`config.mk`:
```
export PLATFORM = sky130hd
export DESIGN_NAME = sort_flow_ctrl
export DESIGN_NICKNAME = d
export VERILOG_FILES = /design/src/rtl/sort_pkg.sv /design/src/rtl/sort_flow_ctrl_sat_counter.sv /design/src/rtl/sort_flow_ctrl.sv
export SDC_FILE = /design/constraint.sdc
export NUM_CORES = 1
export LEC_CHECK = 0
export ABC_AREA = 1
export CAP_MARGIN = 5
export CELL_PAD_IN_SITES_DETAIL_PLACEMENT = 2
export CELL_PAD_IN_SITES_GLOBAL_PLACEMENT = 2
export CORE_MARGIN = 10
export CORE_UTILIZATION = 30
export DETAILED_ROUTE_END_ITERATION = 8
export PLACE_DENSITY_LB_ADDON = 0.3
export RECOVER_POWER = 100
export SLEW_MARGIN = 20
export SYNTH_ARGS = -nofsm -noshare
export SYNTH_HDL_FRONTEND = slang
export SYNTH_SLANG_ARGS = --single-unit
```
`constraint.sdc`:
```
create_clock -name clk -period 1.6 [get_ports clk]
set_input_delay 0.4 -clock clk [delete_from_list [all_inputs] [get_ports clk]]
set_output_delay 0.4 -clock clk [all_outputs]
set_load 0.1 [all_outputs]
```
`src/rtl/sort_pkg.sv`:
```
// Shared types and defaults for the sort flow controller.
package sort_pkg;

  typedef enum logic [2:0] {
    S_IDLE,
    S_ISSUE,
    S_WAIT,
    S_HOLD,
    S_ERROR
  } state_t;

  localparam int DROP_W      = 8;
  localparam int NUM_SEQ_DEF = 10;
  localparam int TIMEOUT_DEF = 1024;

endpackage

```
`src/rtl/sort_flow_ctrl_sat_counter.sv`:
```
// Saturating up-counter with synchronous clear.
module sat_counter #(
  parameter int W = 8
) (
  input  logic         clk,
  input  logic         rst,
  input  logic         i_clr,
  input  logic         i_inc,
  output logic [W-1:0] o_q
);

  logic [W-1:0] r_q;

  always_ff @(posedge clk) begin
    if (!rst) begin
      r_q <= '0;
    end else if (i_clr) begin
      r_q <= '0;
    end else if (i_inc && (r_q != '1)) begin
      r_q <= r_q + 1'b1;
    end
  end

  assign o_q = r_q;

endmodule

```
`src/rtl/sort_flow_ctrl.sv`:
```
// Sequences unsorted sequences into the sorter and
// tracks batch progress, drops and sorter timeouts.
module sort_flow_ctrl
  import sort_pkg::*;
#(
  parameter int NUM_SEQ     = NUM_SEQ_DEF,
  parameter int TIMEOUT_CYC = TIMEOUT_DEF,
  parameter int CNT_W       = $clog2(NUM_SEQ + 1)
) (
  input  logic              clk,
  input  logic              rst,
  input  logic              seq_ready_in,
  input  logic              data_end,
  input  logic              sort_valid_in,
  input  logic              tx_full,
  input  logic              clear_err,
  output logic              sort_start,
  output logic              seq_ack,
  output logic              busy,
  output logic [CNT_W-1:0]  seq_count,
  output logic              batch_done,
  output logic [DROP_W-1:0] drop_count,
  output logic              timeout_err
);

  localparam int TO_W = $clog2(TIMEOUT_CYC);
  localparam logic [TO_W-1:0] TO_HIT =
    TO_W'(TIMEOUT_CYC - 2);
  localparam logic [CNT_W-1:0] CNT_LAST =
    CNT_W'(NUM_SEQ);

  state_t           r_state;
  logic             r_pend;
  logic             r_end_flag;
  logic             r_sort_start;
  logic             r_busy;
  logic [CNT_W-1:0] r_seq_count;
  logic             r_batch_done;
  logic             r_timeout_err;

  logic [TO_W-1:0]  w_to_cnt;
  logic             w_to_inc;
  logic             w_to_hit;
  logic             w_drop;
  logic [CNT_W-1:0] w_cnt_nxt;
  logic             w_last;

  assign w_to_inc  = (r_state == S_WAIT);
  assign w_to_hit  = w_to_inc && (w_to_cnt == TO_HIT);
  assign w_cnt_nxt = r_seq_count + 1'b1;
  assign w_last    = (w_cnt_nxt == CNT_LAST);

  // Only one request can queue; later ones are lost.
  assign w_drop = seq_ready_in &&
    ((r_state == S_ERROR) ||
     (r_pend && ((r_state == S_HOLD) ||
                 (r_state == S_ISSUE) ||
                 ((r_state == S_WAIT) &&
                  !sort_valid_in))));

  sat_counter #(.W(DROP_W)) u_drop (
    .clk   (clk),
    .rst   (rst),
    .i_clr (1'b0),
    .i_inc (w_drop),
    .o_q   (drop_count)
  );

  sat_counter #(.W(TO_W)) u_tout (
    .clk   (clk),
    .rst   (rst),
    .i_clr (!w_to_inc),
    .i_inc (w_to_inc),
    .o_q   (w_to_cnt)
  );

  always_ff @(posedge clk) begin
    if (!rst) begin
      r_state       <= S_IDLE;
      r_pend        <= 1'b0;
      r_end_flag    <= 1'b0;
      r_sort_start  <= 1'b0;
      r_busy        <= 1'b0;
      r_seq_count   <= '0;
      r_batch_done  <= 1'b0;
      r_timeout_err <= 1'b0;
    end else begin
      r_sort_start <= 1'b0;
      r_batch_done <= 1'b0;
      if (data_end && (r_state != S_IDLE)) begin
        r_end_flag <= 1'b1;
      end
      unique case (r_state)
        S_IDLE: begin
          r_end_flag <= 1'b0;
          if ((data_end || r_end_flag) &&
              (r_seq_count != '0)) begin
            r_batch_done <= 1'b1;
            r_seq_count  <= '0;
          end
          r_busy <= seq_ready_in;
          if (seq_ready_in) begin
            if (tx_full) begin
              r_state <= S_HOLD;
            end else begin
              r_state      <= S_ISSUE;
              r_sort_start <= 1'b1;
            end
          end
        end
        S_HOLD: begin
          if (seq_ready_in && !r_pend) begin
            r_pend <= 1'b1;
          end
          if (!tx_full) begin
            r_state      <= S_ISSUE;
            r_sort_start <= 1'b1;
          end
        end
        S_ISSUE: begin
          if (seq_ready_in && !r_pend) begin
            r_pend <= 1'b1;
          end
          r_state <= S_WAIT;
        end
        S_WAIT: begin
          if (sort_valid_in) begin
            if (w_last) begin
              r_seq_count  <= '0;
              r_batch_done <= 1'b1;
            end else begin
              r_seq_count <= w_cnt_nxt;
            end
            if (r_pend || seq_ready_in) begin
              // A queued request goes first; a new one refills the slot.
              r_pend <= r_pend && seq_ready_in;
              if (tx_full) begin
                r_state <= S_HOLD;
              end else begin
                r_state      <= S_ISSUE;
                r_sort_start <= 1'b1;
              end
            end else begin
              r_state <= S_IDLE;
              r_busy  <= 1'b0;
            end
          end else begin
            if (seq_ready_in && !r_pend) begin
              r_pend <= 1'b1;
            end
            if (w_to_hit) begin
              r_state       <= S_ERROR;
              r_timeout_err <= 1'b1;
            end
          end
        end
        S_ERROR: begin
          if (clear_err) begin
            r_state       <= S_IDLE;
            r_busy        <= 1'b0;
            r_timeout_err <= 1'b0;
            r_pend        <= 1'b0;
            r_seq_count   <= '0;
          end
        end
        default: begin
          r_state <= S_IDLE;
          r_busy  <= 1'b0;
        end
      endcase
    end
  end

  assign sort_start  = r_sort_start;
  assign seq_ack     = r_sort_start;
  assign busy        = r_busy;
  assign seq_count   = r_seq_count;
  assign batch_done  = r_batch_done;
  assign timeout_err = r_timeout_err;

endmodule

```
# After elaboration in Yosys (flattened, before gate mapping)
# Cells that the tools add are included.
# totals
regBits	31
output_inout_bits	17
word_cells	97
# classes
add_sub_neg	3
n_eq_ne	18
mux	33
bitwise	2
n_reduce_logical	31
# ops
cell	n
3-bit 2-to-1 mux	6
4-bit 2-to-1 mux	4
2-bit != test (second input constant)	8
4-bit AND reduction	4
1-bit 2-to-1 mux	15
3-bit case mux with 5 select lines	1
4-bit case mux with 3 select lines	1
10-bit by 1-bit adder with 10-bit output (second input constant)	1
10-bit equality test (second input constant)	1
1-bit logical AND	10
10-bit != test (second input constant)	1
3-bit nonzero test	3
8-bit by 1-bit adder with 8-bit output (second input constant)	1
8-bit != test (second input constant)	1
3-bit by 2-bit equality test with 1-bit output (second input constant)	2
3-bit != test (second input constant)	2
1-bit case mux with 3 select lines	2
1-bit logical OR	5
4-bit by 1-bit adder with 4-bit output (second input constant)	1
4-bit equality test (second input constant)	1
1-bit case mux with 2 select lines	2
1-bit case mux with 4 select lines	1
4-bit nonzero test	1
2-bit OR reduction	2
other kinds (9)	11

# Depth between registers and ports, before layout
# logic_depth
ltp_word	7
mapped_depth	10

# Modules after synthesis
# A second synthesis with hierarchy kept.
# hier_totals
hier_cells	300
area_unflattened_um2	1923.1
# modules_own_cells
mod	instances	cells_per_inst	area_each_um2	seq_area_each_um2
sort_flow_ctrl	1	143	885.8	260.2
sat_counter at u_tout	1	85	574.3	200.2
sat_counter at u_drop	1	72	462.9	160.2

# Worst setup path before layout
# Ideal clock, no wire load.
# synth_path
kind	reg2reg
from	register u_drop.r_q[0], in the netlist u_drop.o_q[0]
to	register u_drop.r_q[5], in the netlist u_drop.o_q[5]
setup_ns	0.070
arrival_ns	2.034
required_time_ns	1.530
path_slack_ns	-0.504
path_stages_with_launch	8
period_less_slack_ns	2.104
cell_sequence	dfxtp_1 ha_1 nand2_1 nor2_1 a21oi_2 nand2_4 nand2_1 a21oi_1
# synth_between
elab_chain_len	2
word_cells_on_any_way	3
classes_between	1 x add/sub; 1 x eq/ne; 1 x reduce/logical
# synth_rtl
element	line_no	rtl
start: declaration	sort_flow_ctrl_sat_counter.sv:12	logic [W-1:0] r_q;
start signal: assignment	sort_flow_ctrl_sat_counter.sv:20	r_q <= r_q + 1'b1;
parallel branches: the longest is 2 deep, another holds 8-bit by 1-bit adder with 8-bit output	--	
# Parallel ways; which one is timed is not known.
# A chain may end at the register's enable or synchronous reset.

# Final worst setup path
# layout_path
from	register r_state[1]
to	register r_busy, in the netlist busy
# layout_between
elab_chain_len	4
word_cells_on_any_way	12
classes_between	7 x eq/ne; 1 x mux; 1 x bitwise; 3 x reduce/logical
# layout_rtl
element	line_no	rtl
start: declaration	sort_flow_ctrl.sv:32	state_t r_state;
start signal: assignment	sort_flow_ctrl.sv:79	r_state <= S_IDLE;
start signal: assignment	sort_flow_ctrl.sv:104	r_state <= S_HOLD;
start signal: assignment	sort_flow_ctrl.sv:106	r_state <= S_ISSUE;
3-bit by 2-bit equality test with 1-bit output / 3-bit by 1-bit equality test with 1-bit output (equally long branches)	sort_flow_ctrl.sv:93	unique case (r_state)
2-bit OR reduction (no source line)	--	
1-bit inverter (no source line)	--	
4-bit AND reduction (no source line)	--	
end signal: assignment	sort_flow_ctrl.sv:101	r_busy <= seq_ready_in;
end: declaration	sort_flow_ctrl.sv:36	logic r_busy;
# Several ways; a longest one is shown, not always the timed one.

==> reports/metrics.yaml <==
run_status:
  status: "completed"
timing:
  max_freq_mhz: 640
  finalSetupViolations: 0
  hold_violations: 0
  fin_crit_sh: 0.977
  slew_viol_final: 0
  finalClockSkew_ps: 7.59
  fin_crit_ps: 1560
  worst_pin_slew_ps: 511
  slew_headroom: 0.662
  whs_ps: 501
finish:
  multi_input_area_mm2: 0.00112
  nets: 334
  drive_gt1_frac: 0.224
  final_cells: 397
  area_growth_pct: 32.6
  design_area_mm2: 0.00247
  fill_cells: 708
  diodes: 0
  seqCellArea_um2: 642
clock_tree:
  cts_buffers: 5
  clkLatencyLatePin_ps: 300
  clk_pin_slew_ps: 70
  clockBufferDepth: 2
  cts-root-buf: "clkbuf_8"
  hold_buffers: 0
  tritoncts: "done"
  post_cts_buffers: 0
  cts_max_level: 2
  cts.sinks: 31
synthesis:
  syn_nets: 291
  ys_seq_area_frac: 0.333
  synth_area_mm2: 0.00186
  yosys_warnings: 0
  ys_ff_latch: 31
  ys_types: 32
  avgSynthCellArea_um2: 6.71
  netlist_instances: 278
worst_setup_path:
  critPathTopFamily: "simple AND/OR/NAND/NOR gates"
  arrival_ps: 1780
  max_stage_delay_ps: 380
  crit_chain: "inv_1 -> nand2_1 -> nor2_1 -> clkbuf_1 -> nand2_1 -> nand2_1 -> nand2_1 -> nor2_1"
  cp.buffers_inverters: 2
  cp-end-kind: "flop"
  crit_required_ps: 1810
  path_common_cell: "nand2_1"
  cp_slowest_cell: "dfxtp_2"
  start_kind: "flop"
  critPathMaxFanout: 7
  critPathKind: "flop to flop"
grt:
  grt_use_total: 0.136
  grt_pass1_wl_mm: 11.2
  grt_pass1_vias: 2261
  grt_antenna_before_repair: 0
  grt_start_max_net_pins: 15
  grt_overflow: 0
placement:
  hpwl_mm: 5.15
  port_buffers: 23
  placed_cells: 389
  finalWeightedCongestion: 0.836
  placed_area_mm2: 0.00248
die:
  die_w_um: 98.8
  coreArea_mm2: 0.00599
  rows: 28
  pin_count: 24
  fp.dieH_um: 98.8
  die-area_mm2: 0.00977
  start_util: 0.311
power:
  switching_share: 0.403
  p_comb_frac: 0.312
  ir_drop_mv: 0.468
  p_leak_nw: 1.04
  p_int_w: 0.00130
  seq_power_share: 0.396
  switchingPower_w: 0.000877
  power.density_mw_per_mm2: 880
  clkPwrFrac: 0.291
route:
  drt-total-wl_mm: 7.03
  final_antenna_net_count: 0
  post_drt_wl_per_cell_um: 17.7
  drc_errors: 0
  drt_iter0_drc: 57
  viasPerCell: 5.08
  dr_total_vias: 2018
  first_pass_iters: 4
worst_hold_path:
  min_path_type: "flop to flop"
job:
  maxCapViolations: 0
-- final cells by class --
| class | instances | area share |
|---|---|---|
| Inverter | 34 | 0.0547 |
| Sequential cell | 31 | 0.260 |
| Timing Repair Buffer | 40 | 0.160 |
| Multi-Input combinational cell | 209 | 0.455 |
| Tap cell | 75 | 0.0380 |
| Clock inverter | 1 | 0.00202 |
| Clock buffer | 7 | 0.0309 |
-- final timing paths --
check | from | end | slack [ps] | cells past startpoint
worst max-delay path | r_state[1]$_SDFFE_PN0P_ | busy$_SDFFE_PN0P_ | 40 | 8
worst min-delay path | u_drop.o_q[7]$_SDFFE_PN0P_ | u_drop.o_q[7]$_SDFFE_PN0P_ | 500 | 2
worst max register to register | r_state[1]$_SDFFE_PN0P_ | busy$_SDFFE_PN0P_ | 40 | 8
worst min register to register | u_drop.o_q[7]$_SDFFE_PN0P_ | u_drop.o_q[7]$_SDFFE_PN0P_ | 500 | 2
-- flip-flops by register name, indices dropped and copies added (netlist names) --
name	flops
u_drop.o_q	8
seq_count	4
busy	1
r_end_flag	1
seq_ack	1
timeout_err	1
r_state	3
u_tout.o_q	10
r_pend	1
batch_done	1
-- power groups by stage --
stage / Clock [W] / Sequential (W) / Combinational, W
final: 0.000633 / 0.000863 / 0.000680
after global routing: 0.000683 / 0.000866 / 0.000735
after CTS: 0.000642 / 0.000866 / 0.000715
after detailed placement: 0 / 0.000883 / 0.000701
after global placement: 0 / 0.000880 / 0.000669
after floorplan: 0 / 0.000981 / 0.000322
-- metrics by stage --
stage	setup slack (ps)	TNS (ps)	utilization	power, W
after global routing	-71.9	-128	0.413	0.00228
after global placement	-183	-1400	0.414	0.00155
final	36.8	0	0.413	0.00218
after floorplan	24.1	0	-	0.00130
after CTS	24.4	0	0.429	0.00222
after detailed placement	-283	-2810	0.414	0.00158
-- logic make-up (layout without fill, tap and decap cells) --
| family | Yosys count | in the layout | synth area share |
|---|---|---|---|
| xor+xnor | 10 | 10 | 0.0470 |
| simple gates | 159 | 159 | 0.397 |
| buf+inv | 38 | 82 | 0.0872 |
| fa+ha+maj | 6 | 6 | 0.0403 |
| compound gates | 34 | 34 | 0.0953 |
| flops | 31 | 31 | 0.333 |
-- worst register-to-register path, delay by kind of cell (launching register included) --
kind | cells | cell delay [ps]
buffers and inverters | 2 | 290
AND/OR/NAND/NOR | 6 | 810
flip-flops | 1 | 380
-- repair_timing --
| item | 4_1_cts | 5_1_grt |
|---|---|---|
| hold endpoints to repair | 0 | 0 |
| pin swaps | 0 | 1 |
| resized for setup | 2 | 13 |
| setup endpoints to repair | 5 | 13 |
-- placed cells by master, fill, tap and decap left out, drive strengths merged, types with 2 or more instances in the layout --
cell           instances
a21oi                 25
buf                   26
clkbuf                15
clkdlybuf4s50          6
clkinv                 3
dfxtp                 31
ha                     6
inv                   32
nand2                 85
nand3                 31
nand3b                 2
nand4                  5
nor2                  32
nor3                   2
o21ai                  7
xnor2                  3
xor2                   7
-- cell usage after synthesis, drive strengths merged --
cell type	n	area share
a21oi	25	0.069
buf	3	0.013
clkbuf	1	0.0020
clkinv	2	0.0067
dfxtp	31	0.33
ha	6	0.040
inv	32	0.066
nand2	85	0.19
nand3	31	0.093
nand3b	2	0.0081
nand4	5	0.017
nor2	32	0.075
nor3	2	0.0054
nor3b	1	0.0040
o21ai	7	0.019
o21bai	1	0.0040
o22ai	1	0.0034
or2	1	0.0034
xnor2	3	0.014
xor2	7	0.033
-- per-layer routing --
metal / wire [um] / vias up / GRT usage / part of all wire
li1: - / 979 / - / -
met1: 3030 / 997 / 0.154 / 0.43
met2: 3690 / 28 / 0.251 / 0.52
met3: 155 / 14 / 0.0251 / 0.022
met4: 161 / 0 / 0.0419 / 0.023
met5: 0 / - / 0 / 0
No activity file was read; power rests on OpenSTA's default activity.
